===== src/rtl/div_recoded_float32_iter.sv =====
// Iterative recoded-float32 divider: radix-2 restoring quotient loop with
// valid/ready handshakes, IEEE rounding modes and exception flags.
module div_recoded_float32_iter (
   input  logic        clock,
   input  logic        reset,
   input  logic        inValid,
   output logic        inReady,
   input  logic [32:0] a,
   input  logic [32:0] b,
   input  logic [1:0]  roundingMode,
   output logic        outValid,
   input  logic        outReady,
   output logic [32:0] out,
   output logic [4:0]  exceptionFlags
);

   typedef enum logic [1:0] {IDLE, ITER, ROUND, DONE} state_t;

   localparam logic [32:0] NAN_MAG = {1'b0, 9'h1C0, 23'h7FFFFF};
   localparam logic [32:0] INF_MAG = {1'b0, 9'h180, 23'h000000};
   localparam logic [32:0] MAX_MAG = {1'b0, 9'h17F, 23'h7FFFFF};

   state_t             state_reg, state_next;
   logic [4:0]         count_reg, count_next;
   logic [25:0]        rem_reg, rem_next;
   logic [25:0]        q_reg, q_next;
   logic [23:0]        sig_b_reg, sig_b_next;
   logic signed [10:0] sexp_reg, sexp_next;
   logic               sign_reg, sign_next;
   logic [1:0]         rm_reg, rm_next;
   logic [32:0]        out_reg, out_next;
   logic [4:0]         flags_reg, flags_next;

   // ---------------- operand classification ----------------
   logic [8:0]  exp_a, exp_b;
   logic        a_nan, b_nan, a_inf, b_inf, a_zero, b_zero, special;
   logic        sign_ab;
   logic [32:0] spec_out;
   logic [4:0]  spec_flags;

   assign exp_a   = a[31:23];
   assign exp_b   = b[31:23];
   assign a_nan   = (exp_a[8:6] == 3'b111);
   assign b_nan   = (exp_b[8:6] == 3'b111);
   assign a_inf   = (exp_a[8:6] == 3'b110);
   assign b_inf   = (exp_b[8:6] == 3'b110);
   assign a_zero  = (exp_a[8:6] == 3'b000);
   assign b_zero  = (exp_b[8:6] == 3'b000);
   assign special = a_nan | b_nan | a_inf | b_inf | a_zero | b_zero;
   assign sign_ab = a[32] ^ b[32];

   always_comb begin
      spec_out   = {sign_ab, 32'd0};
      spec_flags = 5'b00000;
      if (a_nan || b_nan) begin
         spec_out      = NAN_MAG | {sign_ab, 32'd0};
         spec_flags[4] = (a_nan & ~a[22]) | (b_nan & ~b[22]);
      end else if ((a_zero && b_zero) || (a_inf && b_inf)) begin
         spec_out   = NAN_MAG | {sign_ab, 32'd0};
         spec_flags = 5'b10000;
      end else if (a_inf) begin
         spec_out = INF_MAG | {sign_ab, 32'd0};
      end else if (b_zero) begin
         spec_out   = INF_MAG | {sign_ab, 32'd0};
         spec_flags = 5'b01000;
      end
   end

   // ---------------- common-case setup ----------------
   logic [23:0]        sig_a, sig_b;
   logic               a_lt;
   logic [25:0]        rem_setup;
   logic signed [10:0] sexp_setup;

   assign sig_a      = {1'b1, a[22:0]};
   assign sig_b      = {1'b1, b[22:0]};
   assign a_lt       = (sig_a < sig_b);
   assign rem_setup  = a_lt ? {1'b0, sig_a, 1'b0} : {2'b00, sig_a};
   assign sexp_setup = {2'b00, exp_a} - {2'b00, exp_b} + 11'h100 - {10'd0, a_lt};

   // ---------------- quotient step ----------------
   logic [26:0] diff;
   logic [26:0] diff_sel;

   assign diff     = {1'b0, rem_reg} - {3'b000, sig_b_reg};
   assign diff_sel = diff[26] ? {1'b0, rem_reg} : diff;

   // ---------------- rounding ----------------
   logic signed [10:0] k_wide, exp_r;
   logic               tiny, round_bit, sticky, lsb, inexact, inc, carry, to_inf;
   logic [4:0]         k;
   logic [25:0]        qs, lost_vec;
   logic [24:0]        rounded;
   logic [49:0]        rsh;
   logic [32:0]        round_out;
   logic [4:0]         round_flags;

   assign k_wide = 11'sh082 - sexp_reg;
   assign tiny   = (sexp_reg <= 11'sh081);
   assign k      = !tiny ? 5'd0 : ((k_wide > 11'sd25) ? 5'd25 : k_wide[4:0]);
   assign qs     = q_reg >> k;

   // Low quotient bits pushed below the subnormal LSB join the sticky bit.
   genvar gi;
   generate
      for (gi = 0; gi < 26; gi++) begin : g_lost
         assign lost_vec[gi] = q_reg[gi] & (k > 5'(gi));
      end
   endgenerate

   assign round_bit = qs[1];
   assign sticky    = qs[0] | (|lost_vec) | (|rem_reg);
   assign lsb       = qs[2];
   assign inexact   = round_bit | sticky;

   always_comb begin
      case (rm_reg)
         2'b00:   inc = round_bit & (sticky | lsb);
         2'b10:   inc = sign_reg & inexact;
         2'b11:   inc = ~sign_reg & inexact;
         default: inc = 1'b0;
      endcase
   end

   assign rounded = {1'b0, qs[25:2]} + {24'd0, inc};
   assign rsh     = {25'd0, rounded} << k;
   assign carry   = |rsh[49:24];
   // With the full cap every bit is a rounding bit; an increment lands on the smallest subnormal.
   assign exp_r   = ((k == 5'd25) && (rounded != 25'd0)) ? 11'sh06B
                                                         : sexp_reg + {10'd0, carry};
   assign to_inf  = (rm_reg == 2'b00) | ((rm_reg == 2'b10) & sign_reg) |
                    ((rm_reg == 2'b11) & ~sign_reg);

   always_comb begin
      round_out   = {sign_reg, exp_r[8:0], rsh[22:0]};
      round_flags = {3'b000, tiny & inexact, inexact};
      if (exp_r < 11'sh06B) begin
         round_out   = {sign_reg, 32'd0};
         round_flags = 5'b00011;
      end else if (exp_r >= 11'sh180) begin
         round_out   = (to_inf ? INF_MAG : MAX_MAG) | {sign_reg, 32'd0};
         round_flags = 5'b00101;
      end
   end

   // ---------------- control ----------------
   always_comb begin
      state_next = state_reg;
      count_next = count_reg;
      rem_next   = rem_reg;
      q_next     = q_reg;
      sig_b_next = sig_b_reg;
      sexp_next  = sexp_reg;
      sign_next  = sign_reg;
      rm_next    = rm_reg;
      out_next   = out_reg;
      flags_next = flags_reg;
      case (state_reg)
         IDLE: begin
            if (inValid) begin
               sign_next = sign_ab;
               rm_next   = roundingMode;
               if (special) begin
                  out_next   = spec_out;
                  flags_next = spec_flags;
                  state_next = DONE;
               end else begin
                  sig_b_next = sig_b;
                  rem_next   = rem_setup;
                  sexp_next  = sexp_setup;
                  q_next     = 26'd0;
                  count_next = 5'd25;
                  state_next = ITER;
               end
            end
         end
         ITER: begin
            q_next   = {q_reg[24:0], ~diff[26]};
            rem_next = 26'({diff_sel, 1'b0});
            if (count_reg == 5'd0) begin
               state_next = ROUND;
            end else begin
               count_next = count_reg - 5'd1;
            end
         end
         ROUND: begin
            out_next   = round_out;
            flags_next = round_flags;
            state_next = DONE;
         end
         DONE: begin
            if (outReady) begin
               state_next = IDLE;
            end
         end
         default: state_next = IDLE;
      endcase
   end

   always_ff @(posedge clock) begin
      if (reset) begin
         state_reg <= IDLE;
         count_reg <= 5'd0;
         rem_reg   <= 26'd0;
         q_reg     <= 26'd0;
         sig_b_reg <= 24'd0;
         sexp_reg  <= 11'sd0;
         sign_reg  <= 1'b0;
         rm_reg    <= 2'b00;
         out_reg   <= 33'd0;
         flags_reg <= 5'd0;
      end else begin
         state_reg <= state_next;
         count_reg <= count_next;
         rem_reg   <= rem_next;
         q_reg     <= q_next;
         sig_b_reg <= sig_b_next;
         sexp_reg  <= sexp_next;
         sign_reg  <= sign_next;
         rm_reg    <= rm_next;
         out_reg   <= out_next;
         flags_reg <= flags_next;
      end
   end

   assign inReady        = (state_reg == IDLE);
   assign outValid       = (state_reg == DONE);
   assign out            = out_reg;
   assign exceptionFlags = flags_reg;

endmodule

===== config.mk =====
export PLATFORM = sky130hd
export DESIGN_NAME = div_recoded_float32_iter
export DESIGN_NICKNAME = d
export VERILOG_FILES = /design/src/rtl/div_recoded_float32_iter.sv
export SDC_FILE = /design/constraint.sdc
export NUM_CORES = 1
export LEC_CHECK = 0
export BUFFER_PORTS_ARGS = -buffer_cell sky130_fd_sc_hd__buf_2
export CORE_ASPECT_RATIO = 0.75
export CORE_MARGIN = 2
export CORE_UTILIZATION = 45
export CTS_CLUSTER_DIAMETER = 150
export CTS_CLUSTER_SIZE = 25
export DETAILED_ROUTE_END_ITERATION = 8
export HOLD_SLACK_MARGIN = 0.08
export SYNTH_ARGS = -nofsm -noshare
export SYNTH_HDL_FRONTEND = slang
export SYNTH_SLANG_ARGS = --single-unit
export TNS_END_PERCENT = 100

===== constraint.sdc =====
create_clock -name clock -period 19 [get_ports clock]
set_input_delay 2.85 -clock clock [delete_from_list [all_inputs] [get_ports clock]]
set_output_delay 2.85 -clock clock [all_outputs]
set_load 0.01 [all_outputs]

==> summary by stage <==
Logic synthesis
By area the synthesized netlist is led by sky130_fd_sc_hd__dfxtp_1 (19%), sky130_fd_sc_hd__nand2_1 (7.2%), sky130_fd_sc_hd__ha_1 (6.9%), sky130_fd_sc_hd__a21oi_1 (6.3%), sky130_fd_sc_hd__nand3_1 (4.1%). Synthesis inferred 135 register bits. In this run the cell area of the synthesized design comes to 14000 µm². The dominant cell type by area after synthesis is sky130_fd_sc_hd__dfxtp_1. The count of unique library cells instantiated by Yosys is 105. In this run, synthesis inferred 0 flip-flops with an integrated enable.

The average footprint of a synthesized cell is 7.03 µm². The number of warnings issued by yosys is 0. Counting flops with an async set or reset pin after synthesis yields a share of 0. The top cell type's share of synthesized area is 0.194. The flip-flop cell with the highest count after synthesis is sky130_fd_sc_hd__dfxtp_1.

The portion of the post-synthesis area used by sequential elements is 0.194. When the netlist entered floorplanning its net count stood at 2136. The synthesized instance count is 1984.

Timing
Setup repair after global routing left no endpoint under its margin. The post-route setup TNS is 0 ns. The final period utilization is 0.619. The final hold violation count is 0. The maximum clock frequency is 0.0850 GHz. The worst hold slack after final layout is 0.451 ns. The number of endpoints failing setup at the final stage is 0. The worst setup margin is 7.24 ns. For the final database, setup skew stands at 0.0137 ns. The actual transition at the worst max-transition pin is 1.17 ns. The final count of pins violating max slew was 0. The minimum period implied by the final worst setup slack is 11.76 ns. The headroom to the max-slew limit is 0.205.

Clock tree
For the worst-skew pair, the clock arrives at the later sink with an insertion delay of 0.44 ns. The clock sink count is 135. Hold repair after CTS inserted 0 buffers.

The number of gates resized after CTS was 0. In this run, CTS created clock tree buffers numbering 17. The H-tree depth is 4. The maximum clock insertion buffer count is 2. The TritonCTS clock tree is done. The number of setup buffers added after CTS is 0. The post-CTS clock slew at the launch and capture registers of the worst setup and hold paths is 0.06 ns. Clock tree synthesis selected as its root buffer the cell sky130_fd_sc_hd__clkbuf_16.

Final layout
Once layout is complete, the utilization of the core stands at 0.502. The share of post-route cells with drive strength above 1 is 0.132. The register with the most flip-flops in the layout has 33 of them. Leaving out filler cells and counting taps, the final layout contains 2413. After routing the design area is 15200 µm².

The number of inserted diodes is 0. The layout overhead on the synthesized area is 9.17%. In the final design database the tool counted 2154 nets.

Worst setup path
The startpoint-to-endpoint class of the critical path is reg2reg. Among the stages of the critical path, the cell type that occurs most often is sky130_fd_sc_hd__ha_1. For the worst flop-to-flop path, the logic depth is 43. In this run the critical register-to-register path is captured at out[4]$_SDFFE_PP0P_. The critical path endpoint category is a flop. The most critical setup path has its startpoint at sexp_reg[0]$_SDFFE_PP0P_. The worst register-to-register path has a setup slack of 7.24 ns. The largest individual stage delay along the critical path comes from the cell sky130_fd_sc_hd__a2111oi_0. The category of the worst setup path launch point is a flop. Data on the critical path arrives at its endpoint at 12.12 ns.

The startpoint of the most critical register-to-register path is sexp_reg[0]$_SDFFE_PP0P_. In this design, the stage delay of the slowest critical-path cell is 0.97 ns. The critical path capture point is out[4]$_SDFFE_PP0P_. The maximum fanout along the worst path is 56. STA puts the critical path data required time at 19.36 ns.

Die
The region available for standard cell placement spans 30300 µm². The floorplan step set the die height to 157 µm. The floorplan step defined a die boundary enclosing 32500 µm². The number of placed I/O pins is 112. The floorplan has 55 rows.

The die is 207 µm wide. For this configuration, the core starts out at a cell density of 0.460.

Power
Of the total power, the clock network draws 0.130. The power density over the cells is 169 nW/µm². Of the total power, the share spent switching nets is 0.558. The leakage component of the power is 5.85 nW. For this design the total switching power over the nets is 1.43 mW. The combinational cell fraction of total power is 0.718.

The sequential group share of total power is 0.152. Across the VDD grid, the largest voltage drop is 85.5 µV. Summing internal, switching and leakage power gives 2.57 mW.

The cell internal power dissipation is 1.14 mW.

Route
Dividing the detail-routed via count by the number of cells gives 6.40. The remaining routing DRC violations is 0. The routed layout has 15400 vias. The post-detailed-routing wire length is 51400 µm. In this run the remaining antenna-violating nets after routing total 0. The number of DRC markers in iteration 0 is 1723. The wire length per cell is 21.3 µm. The first TritonRoute pass finished after 6 iterations.

Placement
The number of cells after detailed placement is 2382. After detailed placement, the total cell area comes to 14700 µm². The count of buffers from port buffering is 111. The routability congestion estimate from global placement is 1.09. At the placement stage, the worst setup path has a slack of 7.84 ns.

Detailed placement finished with a half-perimeter wire length of 37600 µm.

Global routing
The aggregate global-route resource usage is 0.315. The initial antenna violation count was 2. Summed over all layers, the global routing overflow is 0. Entering global routing, the biggest net connects 84 pins. The wire length of the first global-routing pass is 81600 µm.

The via count of the first global-routing pass is 14100.

Run
The reported max-cap violation count is 0.

Hold path
The worst hold path belongs to the class reg2reg. The worst hold path begins at out[28]$_SDFFE_PP0P_.

Run status
The flow ran to the end, and the final reports show no timing, DRC or antenna violations.
worst max-delay path: cells and delay by family, from the launching register on:
family | cells | cell delay (ns)
compound gates | 17 | 5.18
xor+xnor | 1 | 0.14
fa+ha+maj | 5 | 1.52
buf+inv | 4 | 1.26
flops | 1 | 0.79
simple gates | 16 | 2.72
power groups by stage:
stage          logic (mW)  clock network, mW  registers (mW)
4_1_cts              1.78              0.337           0.388
3_5_place_dp         1.77                  0           0.393
3_3_place_gp         1.77                  0           0.393
5_1_grt              2.01              0.351           0.397
6_report             1.85              0.333           0.390
2_1_floorplan        1.29                  0           0.375
area by class of cell:
type	instances	area [µm²]
timing repair buffer	141	783
sequential	135	2700
tap	399	499
clock buffer	19	453
clock inverter	12	128
inverter	105	394
fill	3050	15100
multi-input combinational	1602	10300
layer usage:
layer	up-vias	global-route usage	wire length, µm
met2	770	0.419	19400
met5	-	0	13
met1	7273	0.470	25000
met3	75	0.116	6250
met4	2	0.0677	763
li1	7329	-	-
worst min-delay path by stage:
stage	cells after the start	endpoint	slack, ns
floorplan	2	sig_b_reg[23]$_SDFFE_PP0P_	0.44
global placement	2	out[28]$_SDFFE_PP0P_	0.44
detailed placement	2	out[23]$_SDFFE_PP0P_	0.44
CTS	2	sig_b_reg[12]$_SDFFE_PP0P_	0.45
global route	2	sig_b_reg[22]$_SDFFE_PP0P_	0.47
finish	2	out[28]$_SDFFE_PP0P_	0.45
cell usage after synthesis (11+ instances only):
cell type,n
sky130_fd_sc_hd__o21ai_0,98
sky130_fd_sc_hd__dfxtp_1,135
sky130_fd_sc_hd__nand2b_1,14
sky130_fd_sc_hd__xnor2_1,28
sky130_fd_sc_hd__and2_1,21
sky130_fd_sc_hd__nand3_1,114
sky130_fd_sc_hd__mux2i_1,40
sky130_fd_sc_hd__a31oi_1,40
sky130_fd_sc_hd__nor3_1,57
sky130_fd_sc_hd__a311oi_1,19
sky130_fd_sc_hd__nor2b_1,28
sky130_fd_sc_hd__or3_1,14
sky130_fd_sc_hd__ha_1,77
sky130_fd_sc_hd__o31ai_1,12
sky130_fd_sc_hd__a22oi_1,14
sky130_fd_sc_hd__nand2_1,266
sky130_fd_sc_hd__xor2_1,18
sky130_fd_sc_hd__clkbuf_1,95
sky130_fd_sc_hd__a31o_2,20
sky130_fd_sc_hd__a21oi_1,176
sky130_fd_sc_hd__o21ai_1,29
sky130_fd_sc_hd__o22ai_1,14
sky130_fd_sc_hd__a21o_1,25
sky130_fd_sc_hd__buf_2,25
sky130_fd_sc_hd__and3_1,11
sky130_fd_sc_hd__nand4_1,20
sky130_fd_sc_hd__o211ai_1,25
sky130_fd_sc_hd__nor2_1,142
sky130_fd_sc_hd__a211oi_1,48
sky130_fd_sc_hd__inv_1,103
sky130_fd_sc_hd__nor4_1,17
cells by family (layout without fill, tap and decap cells):
kind of cell,Yosys count,in the layout,synth area share
xor gates and xnor gates,48,48,0.0312
AOI/OAI and AO/OA,659,659,0.324
and+or+nand+nor,764,764,0.267
buffers and inverters,247,277,0.0736
muxes,51,51,0.0376
DFF,135,135,0.194
adders and majority gates,80,80,0.0733
placed cells by master, fill, tap and decap left out, drive strengths merged, types with 15 or more instances in the layout:
cell type,synthesis,routed
a21o,25,25
dfxtp,135,135
nand4,23,23
a211oi,49,49
buf,46,141
o211ai,25,25
a21oi,178,178
xor2,19,19
clkbuf,96,19
xnor2,29,29
a31o,21,21
nor4,20,20
mux2i,40,40
o22ai,15,15
nor2b,28,28
o21ai,131,131
nand3,116,116
a31oi,40,40
inv,103,104
a311oi,20,20
ha,77,77
nand2,267,267
nor2,146,146
nor3,61,61
and2,22,22
(Power assumes the default switching activity.)
